### config.mk
export PLATFORM = sky130hd
export DESIGN_NAME = postfix_eval
export DESIGN_NICKNAME = d
export VERILOG_FILES = /design/src/rtl/postfix_eval.sv
export SDC_FILE = /design/constraint.sdc
export NUM_CORES = 2
export LEC_CHECK = 0
export CAP_MARGIN = 20
export CORE_ASPECT_RATIO = 0.9
export CORE_MARGIN = 10
export CORE_UTILIZATION = 59
export CTS_CLUSTER_DIAMETER = 120
export CTS_CLUSTER_SIZE = 20
export DETAILED_ROUTE_END_ITERATION = 16
export DONT_BUFFER_PORTS = 1
export GPL_TIMING_DRIVEN = 0
export PLACE_DENSITY = 0.79
export SLEW_MARGIN = 20
export SYNTH_ARGS = -nofsm -noshare
export SYNTH_HDL_FRONTEND = slang
export SYNTH_SLANG_ARGS = --single-unit
### constraint.sdc
create_clock -name CLK -period 7.3 [get_ports CLK]
set_input_delay 1.095 -clock CLK [delete_from_list [all_inputs] [get_ports CLK]]
set_output_delay 1.095 -clock CLK [all_outputs]
set_load 0.02 [all_outputs]
### src/rtl/postfix_eval.sv
// Postfix expression evaluator: consumes number/operator tokens, evaluates on a
// signed operand stack and reports one result plus error code per expression.
module postfix_eval #(
   parameter int WIDTH = 32,
   parameter int DEPTH = 16
) (
   input  logic             CLK,
   input  logic             RST,
   input  logic [7:0]       NUMBER_IN,
   input  logic             NUMBER_STB,
   output logic             NUMBER_ACK,
   input  logic [7:0]       SIGN_IN,
   input  logic             SIGN_STB,
   output logic             SIGN_ACK,
   input  logic             END_STB,
   output logic             END_ACK,
   output logic [WIDTH-1:0] RESULT,
   output logic [2:0]       ERR_CODE,
   output logic             RESULT_STB,
   input  logic             RESULT_ACK,
   output logic             BUSY
);

   localparam int AW  = $clog2(DEPTH);
   localparam int SPW = AW + 1;
   localparam int CW  = $clog2(WIDTH + 1);

   localparam logic [2:0] S_ACCEPT = 3'd0;
   localparam logic [2:0] S_EXEC   = 3'd1;
   localparam logic [2:0] S_DIV    = 3'd2;
   localparam logic [2:0] S_RESULT = 3'd3;
   localparam logic [2:0] S_DRAIN  = 3'd4;

   localparam logic [SPW-1:0] SP_FULL  = SPW'(DEPTH);
   localparam logic [CW-1:0]  DIV_LAST = CW'(WIDTH);

   localparam logic [7:0] OP_ADD = 8'd43;
   localparam logic [7:0] OP_SUB = 8'd45;
   localparam logic [7:0] OP_MUL = 8'd42;
   localparam logic [7:0] OP_DIV = 8'd47;

   logic [2:0]       state_reg;
   logic [SPW-1:0]   sp_reg;
   logic [2:0]       err_reg;
   logic [WIDTH-1:0] result_reg;
   logic             result_stb_reg;
   logic             number_ack_reg;
   logic             sign_ack_reg;
   logic             end_ack_reg;
   logic [7:0]       op_reg;
   logic [WIDTH-1:0] a_reg;
   logic [WIDTH-1:0] b_reg;
   logic [WIDTH-1:0] rem_reg;
   logic [WIDTH-1:0] quot_reg;
   logic             neg_reg;
   logic [CW-1:0]    cnt_reg;

   logic [WIDTH-1:0] stack_mem [DEPTH];

   logic             any_ack;
   logic             can_accept;
   logic             take_num;
   logic             take_sign;
   logic             take_end;
   logic             sign_valid;
   logic [WIDTH-1:0] top_val;
   logic [WIDTH-1:0] next_val;
   logic [WIDTH-1:0] top_mag;
   logic [WIDTH-1:0] next_mag;
   logic [WIDTH-1:0] exec_val;
   logic [WIDTH:0]   div_shift;
   logic [WIDTH:0]   div_diff;
   logic [WIDTH-1:0] quot_final;
   logic             push_en;
   logic [WIDTH-1:0] push_val;

   assign any_ack    = number_ack_reg | sign_ack_reg | end_ack_reg;
   assign can_accept = ((state_reg == S_ACCEPT) || (state_reg == S_DRAIN)) && !any_ack;
   assign take_num   = can_accept && NUMBER_STB;
   assign take_sign  = can_accept && !NUMBER_STB && SIGN_STB;
   assign take_end   = can_accept && !NUMBER_STB && !SIGN_STB && END_STB;
   assign sign_valid = (SIGN_IN == OP_ADD) || (SIGN_IN == OP_SUB) ||
                       (SIGN_IN == OP_MUL) || (SIGN_IN == OP_DIV);

   assign top_val  = stack_mem[AW'(sp_reg - SPW'(1))];
   assign next_val = stack_mem[AW'(sp_reg - SPW'(2))];
   assign top_mag  = top_val[WIDTH-1]  ? -top_val  : top_val;
   assign next_mag = next_val[WIDTH-1] ? -next_val : next_val;

   always_comb begin
      exec_val = a_reg + b_reg;
      case (op_reg)
         OP_SUB:  exec_val = a_reg - b_reg;
         OP_MUL:  exec_val = a_reg * b_reg;
         default: exec_val = a_reg + b_reg;
      endcase
   end

   // Restoring step: shift the next dividend bit into the remainder, subtract
   // the divisor, and keep the difference only when it did not borrow.
   assign div_shift  = {rem_reg, quot_reg[WIDTH-1]};
   assign div_diff   = div_shift - {1'b0, b_reg};
   assign quot_final = neg_reg ? -quot_reg : quot_reg;

   always_comb begin
      push_en  = 1'b0;
      push_val = {{(WIDTH-8){1'b0}}, NUMBER_IN};
      if (state_reg == S_ACCEPT && take_num && sp_reg != SP_FULL) begin
         push_en = 1'b1;
      end else if (state_reg == S_EXEC) begin
         push_en  = 1'b1;
         push_val = exec_val;
      end else if (state_reg == S_DIV && cnt_reg == DIV_LAST) begin
         push_en  = 1'b1;
         push_val = quot_final;
      end
   end

   always_ff @(posedge CLK) begin
      if (push_en && !RST) begin
         stack_mem[AW'(sp_reg)] <= push_val;
      end
   end

   always_ff @(posedge CLK) begin
      if (RST) begin
         state_reg      <= S_ACCEPT;
         sp_reg         <= '0;
         err_reg        <= '0;
         result_reg     <= '0;
         result_stb_reg <= 1'b0;
         number_ack_reg <= 1'b0;
         sign_ack_reg   <= 1'b0;
         end_ack_reg    <= 1'b0;
         op_reg         <= '0;
         a_reg          <= '0;
         b_reg          <= '0;
         rem_reg        <= '0;
         quot_reg       <= '0;
         neg_reg        <= 1'b0;
         cnt_reg        <= '0;
      end else begin
         number_ack_reg <= take_num;
         sign_ack_reg   <= take_sign;
         end_ack_reg    <= take_end;
         case (state_reg)
            S_ACCEPT: begin
               if (take_num) begin
                  if (sp_reg == SP_FULL) begin
                     err_reg   <= 3'd2;
                     state_reg <= S_DRAIN;
                  end else begin
                     sp_reg <= sp_reg + SPW'(1);
                  end
               end else if (take_sign) begin
                  if (!sign_valid) begin
                     err_reg   <= 3'd4;
                     state_reg <= S_DRAIN;
                  end else if (sp_reg < SPW'(2)) begin
                     err_reg   <= 3'd1;
                     state_reg <= S_DRAIN;
                  end else begin
                     op_reg <= SIGN_IN;
                     sp_reg <= sp_reg - SPW'(2);
                     if (SIGN_IN == OP_DIV) begin
                        b_reg     <= top_mag;
                        quot_reg  <= next_mag;
                        rem_reg   <= '0;
                        neg_reg   <= top_val[WIDTH-1] ^ next_val[WIDTH-1];
                        cnt_reg   <= '0;
                        state_reg <= S_DIV;
                     end else begin
                        a_reg     <= next_val;
                        b_reg     <= top_val;
                        state_reg <= S_EXEC;
                     end
                  end
               end else if (take_end) begin
                  result_stb_reg <= 1'b1;
                  state_reg      <= S_RESULT;
                  if (sp_reg != SPW'(1)) begin
                     err_reg    <= 3'd5;
                     result_reg <= '0;
                  end else begin
                     result_reg <= top_val;
                  end
               end
            end
            S_EXEC: begin
               sp_reg    <= sp_reg + SPW'(1);
               state_reg <= S_ACCEPT;
            end
            S_DIV: begin
               if (cnt_reg == '0 && b_reg == '0) begin
                  err_reg   <= 3'd3;
                  state_reg <= S_DRAIN;
               end else if (cnt_reg == DIV_LAST) begin
                  sp_reg    <= sp_reg + SPW'(1);
                  state_reg <= S_ACCEPT;
               end else begin
                  if (div_diff[WIDTH]) begin
                     rem_reg  <= div_shift[WIDTH-1:0];
                     quot_reg <= {quot_reg[WIDTH-2:0], 1'b0};
                  end else begin
                     rem_reg  <= div_diff[WIDTH-1:0];
                     quot_reg <= {quot_reg[WIDTH-2:0], 1'b1};
                  end
                  cnt_reg <= cnt_reg + CW'(1);
               end
            end
            S_DRAIN: begin
               if (take_end) begin
                  result_reg     <= '0;
                  result_stb_reg <= 1'b1;
                  state_reg      <= S_RESULT;
               end
            end
            S_RESULT: begin
               if (RESULT_ACK && result_stb_reg) begin
                  result_stb_reg <= 1'b0;
                  result_reg     <= '0;
                  sp_reg         <= '0;
                  err_reg        <= '0;
                  state_reg      <= S_ACCEPT;
               end
            end
            default: state_reg <= S_ACCEPT;
         endcase
      end
   end

   assign NUMBER_ACK = number_ack_reg;
   assign SIGN_ACK   = sign_ack_reg;
   assign END_ACK    = end_ack_reg;
   assign RESULT     = result_reg;
   assign ERR_CODE   = err_reg;
   assign RESULT_STB = result_stb_reg;
   assign BUSY       = (state_reg != S_ACCEPT) || NUMBER_STB || SIGN_STB || END_STB;

endmodule

==> results.yml <==
outcome:
  run_status: "finished, violations left"
  violations: "setup timing"
place:
  pre_cts_slack_ns: -2.86
  post_dp_cell_area_mm2: 0.0557
  dpl.cell_count: 5748
  gp_routability_congestion: 1.01
  dp_wirelength_um: 135000
  port-buffer-count: 0
worst_setup_path:
  regToRegStartpoint: "a_reg[12]$_SDFFE_PP0P_"
  timing.critical_path.from_type: "flop"
  r2r.worst_path.cells: 25
  worst_setup_path_end_kind: "flop"
  timing.critical_path.slowest_stage_cell: "sky130_fd_sc_hd__fa_2"
  setup.reg_to_reg.worst_slack_ns: -0.34
  timing.critical_path.arrival_ns: 8.01
  criticalPathCategory: "reg2reg"
  critPathMostFrequentCell: "sky130_fd_sc_hd__fa_1"
  worstPathBufferInverterCount: 4
  cpLargestDelayFamily: "adder cells"
  slowest_delay_ns: 0.61
  critical_path_peak_fanout: 16
  capture_instance_of_the_worst_register_to_register_path: "stack_mem[7][28]$_DFFE_PP_"
  worst-endpoint-required_ns: 7.67
routing:
  drt_drc_violations_left: 0
  detail_route.wl_per_cell_um: 31.1
  num_vias: 40100
  drt_wl_total_um: 183000
  detailedRoute.firstIterationViolations: 5872
  drt_first_pass_iters: 7
  post_drt_via_cell_ratio: 6.82
  antenna_violating_nets_post_route: 0
pwr:
  power_report.internal_total_mw: 7.51
  vdd_ir_drop_max_v: 0.000267
  seq_power_share_pct: 35.9
  post-layout-total-power_mw: 12.3
  p_leak_nw: 21.8
  switching_power_mw: 4.80
  comb_pwr_share_pct: 43.6
  pwr-share-clk_pct: 20.5
  switching_share_pct: 39.0
  powerDensity_mw_per_mm2: 209
synthesis:
  synth.area.top_cells: "sky130_fd_sc_hd__edfxtp_1, sky130_fd_sc_hd__fa_1, sky130_fd_sc_hd__mux4_2"
  number_of_warnings_issued_by_yosys: 0
  postSynthRegisterBits: 702
  synth_area_per_inst_um2: 11.7
  top_flip_flop_cell_by_instance_count_after_synthesis: "sky130_fd_sc_hd__edfxtp_1"
  synth_top_area_share_pct: 29.0
  synth-seq-area-share_pct: 36.2
  synthesis.nets: 5176
  synth_async_sr_flop_share_pct: 0
  mappedNetlistArea_mm2: 0.0530
  cell_type_contributing_the_most_total_cell_area_after_synthesis: "sky130_fd_sc_hd__edfxtp_1"
  yosysUniqueCellTypes: 90
  synth-edff-count: 512
  synthCells: 4543
cts:
  clk-insertion-delay-late_ns: 0.63
  cts_tree: "yes"
  clkTransAtPathRegs_ns: 0.10
  htreeDepth: 2
  clock_sink_count: 702
  cts_root_buffer: "sky130_fd_sc_hd__clkbuf_16"
  numCtsBuffers: 42
  cts_hold_buffers: 0
  cts_buffer_depth: 3
global_routing:
  initial_antenna_violation_count: 14
  global_route_usage_over_all_layers_pct: 35.2
  wire_length_of_the_first_global_routing_pass_um: 265000
  grt_start_max_net_pins: 22
  globalRouteOverflowTotal: 0
  first_global_vias: 40000
min_path:
  hold_depth: 1
  worstHoldPathType: "reg2reg"
  min_delay_worst_endpoint: "op_reg[6]$_SDFFE_PP0P_"
  min_from: "op_reg[6]$_SDFFE_PP0P_"
cells_and_area:
  finish.instance_area_mm2: 0.0588
  register_with_the_most_flip_flops: "stack_mem"
  largest_register_ff_count: 512
  design.final.nets: 5317
  areaGrowthSynthToFinish_pct: 10.9
  layout-drive-gt1-share_pct: 15.9
  utilization_pct: 65.9
  instances_no_fill: 5887
floorplanning:
  floorplan.core_area_mm2: 0.0893
  die_area_mm2: 0.102
  floorplan.io_pins: 62
  placement_rows: 104
  die_width_um: 336
  starting_density_of_the_core_pct: 59.4
  floorplan.die.height_um: 304
sta:
  layout_min_cycle_time_ns: 7.64
  fmaxAchievable_mhz: 131
  rsz0062_at_grt: "true"
  layout_setup_ws_ns: -0.335
  post-route-period-util_pct: 105
  fin_worst_skew_ns: 0.0279
  max_slew.worst_pin.slew_ns: 1.18
  timing.final.hold_violations: 0
  setup-violations-final: 238
  timing.final.max_slew_violations: 0
  slew_headroom_pct: 21.5
job:
  maxcap_viol_count: 0
==> power by group through the flow <==
| stage | clock (mW) | sequential (mW) | combinational (mW) |
|---|---|---|---|
| after floorplan | 0 | 4.48 | 3.41 |
| final | 2.52 | 4.42 | 5.37 |
| after global placement | 0 | 4.51 | 4.82 |
| after global routing | 2.64 | 4.42 | 5.50 |
| after CTS | 2.50 | 4.42 | 5.14 |
| after detailed placement | 0 | 4.51 | 5.02 |
==> Yosys cell counts, types with 14 or more instances <==
cell type / n
sky130_fd_sc_hd__nor3_1: 35
sky130_fd_sc_hd__xnor2_1: 175
sky130_fd_sc_hd__inv_1: 439
sky130_fd_sc_hd__o31ai_1: 20
sky130_fd_sc_hd__a31oi_1: 36
sky130_fd_sc_hd__buf_2: 21
sky130_fd_sc_hd__xor2_1: 88
sky130_fd_sc_hd__dfxtp_1: 190
sky130_fd_sc_hd__o22ai_1: 22
sky130_fd_sc_hd__a22oi_1: 39
sky130_fd_sc_hd__mux4_2: 243
sky130_fd_sc_hd__and3_1: 14
sky130_fd_sc_hd__or3_1: 19
sky130_fd_sc_hd__ha_1: 201
sky130_fd_sc_hd__nor2_1: 240
sky130_fd_sc_hd__a21oi_1: 186
sky130_fd_sc_hd__o21ai_1: 17
sky130_fd_sc_hd__clkbuf_1: 198
sky130_fd_sc_hd__mux2i_1: 43
sky130_fd_sc_hd__nand3_1: 28
sky130_fd_sc_hd__nor2b_1: 21
sky130_fd_sc_hd__mux4_1: 61
sky130_fd_sc_hd__and2_1: 297
sky130_fd_sc_hd__o21a_1: 21
sky130_fd_sc_hd__nand2_1: 508
sky130_fd_sc_hd__a21o_1: 34
sky130_fd_sc_hd__o21ai_0: 119
sky130_fd_sc_hd__a211oi_1: 40
sky130_fd_sc_hd__edfxtp_1: 512
sky130_fd_sc_hd__fa_1: 410
sky130_fd_sc_hd__o211ai_1: 16
sky130_fd_sc_hd__nand2b_1: 19
==> kinds of logic (layout without fill, tap and decap cells) <==
logic type      count (synthesis)  in the layout  synth area share, %
fa+ha+maj                     611            611                 20.2
other cells                     0              6                    0
flops                         702            702                 36.2
buf+inv                       710            882                 5.75
simple gates                 1266           1266                 11.5
xor+xnor                      263            263                 4.34
mux                           356            356                 14.5
compound gates                635            635                 7.55
==> cells in the final DEF, fill, tap and decap left out, types with 32 or more instances in the layout <==
master and count:
sky130_fd_sc_hd__dfxtp_1 155, sky130_fd_sc_hd__nand2_1 507, sky130_fd_sc_hd__ha_1 189, sky130_fd_sc_hd__a31oi_1 33, sky130_fd_sc_hd__inv_1 434, sky130_fd_sc_hd__a21o_1 33
sky130_fd_sc_hd__nor2_1 223, sky130_fd_sc_hd__mux4_1 61, sky130_fd_sc_hd__a211oi_1 40, sky130_fd_sc_hd__clkbuf_16 48, sky130_fd_sc_hd__mux4_2 243, sky130_fd_sc_hd__xor2_1 83
sky130_fd_sc_hd__a22oi_1 36, sky130_fd_sc_hd__mux2i_1 43, sky130_fd_sc_hd__fa_1 395, sky130_fd_sc_hd__nor3_1 34, sky130_fd_sc_hd__o21ai_0 107, sky130_fd_sc_hd__a21oi_1 178
sky130_fd_sc_hd__buf_4 82, sky130_fd_sc_hd__clkbuf_1 130, sky130_fd_sc_hd__buf_6 32, sky130_fd_sc_hd__edfxtp_1 512, sky130_fd_sc_hd__and2_1 290, sky130_fd_sc_hd__xnor2_1 166
==> worst max path at each step <==
stage / startpoint / end / cells after the start
floorplan: b_reg[5]$_SDFFE_PP0P_ / stack_mem[0][30]$_DFFE_PP_ / 27
global placement: sp_reg[1]$_SDFFE_PP0P_ / b_reg[28]$_SDFFE_PP0P_ / 25
detailed placement: sp_reg[1]$_SDFFE_PP0P_ / b_reg[28]$_SDFFE_PP0P_ / 25
CTS: b_reg[5]$_SDFFE_PP0P_ / stack_mem[8][31]$_DFFE_PP_ / 25
global route: b_reg[7]$_SDFFE_PP0P_ / stack_mem[1][28]$_DFFE_PP_ / 25
finish: a_reg[12]$_SDFFE_PP0P_ / stack_mem[7][28]$_DFFE_PP_ / 25
==> cell type report <==
type / count / area, µm²
Fill cell: 6448 / 30400
Timing Repair Buffer: 112 / 1590
Sequential cell: 702 / 19300
Clock buffer: 69 / 1150
Inverter: 441 / 1660
Tap cell: 1166 / 1460
Buffer: 254 / 1890
Multi-Input combinational cell: 3131 / 31700
Antenna cell: 6 / 15.0
Clock inverter: 6 / 106
==> what timing repair did <==
action / 4_1_cts / 5_1_grt
setup endpoints to repair: 618 / 316
pin swaps: 48 / 59
cloned: 3 / 0
buffers inserted: 30 / 40
hold endpoints to repair: 0 / 0
resized for setup: 271 / 160
==> metal layers <==
layer  vias up  wire [µm]  global-route usage (%)
met3       803      25400                    10.3
met5         -         75                       0
met1     19800      60100                    42.7
li1      16300          -                       -
met2      3274      82600                    54.6
met4        12      14700                    22.9
==> stage by stage <==
| step | setup TNS (ns) | hold WS, ns |
|---|---|---|
| after floorplan | 0 | 0.422 |
| after global placement | -1822.51 | 0.435 |
| after detailed placement | -571.68 | 0.436 |
| after CTS | -25.43 | 0.461 |
| after global routing | -67.73 | 0.481 |
| final | -35.94 | 0.464 |
Note: power is estimated with default switching activity, not from simulation.
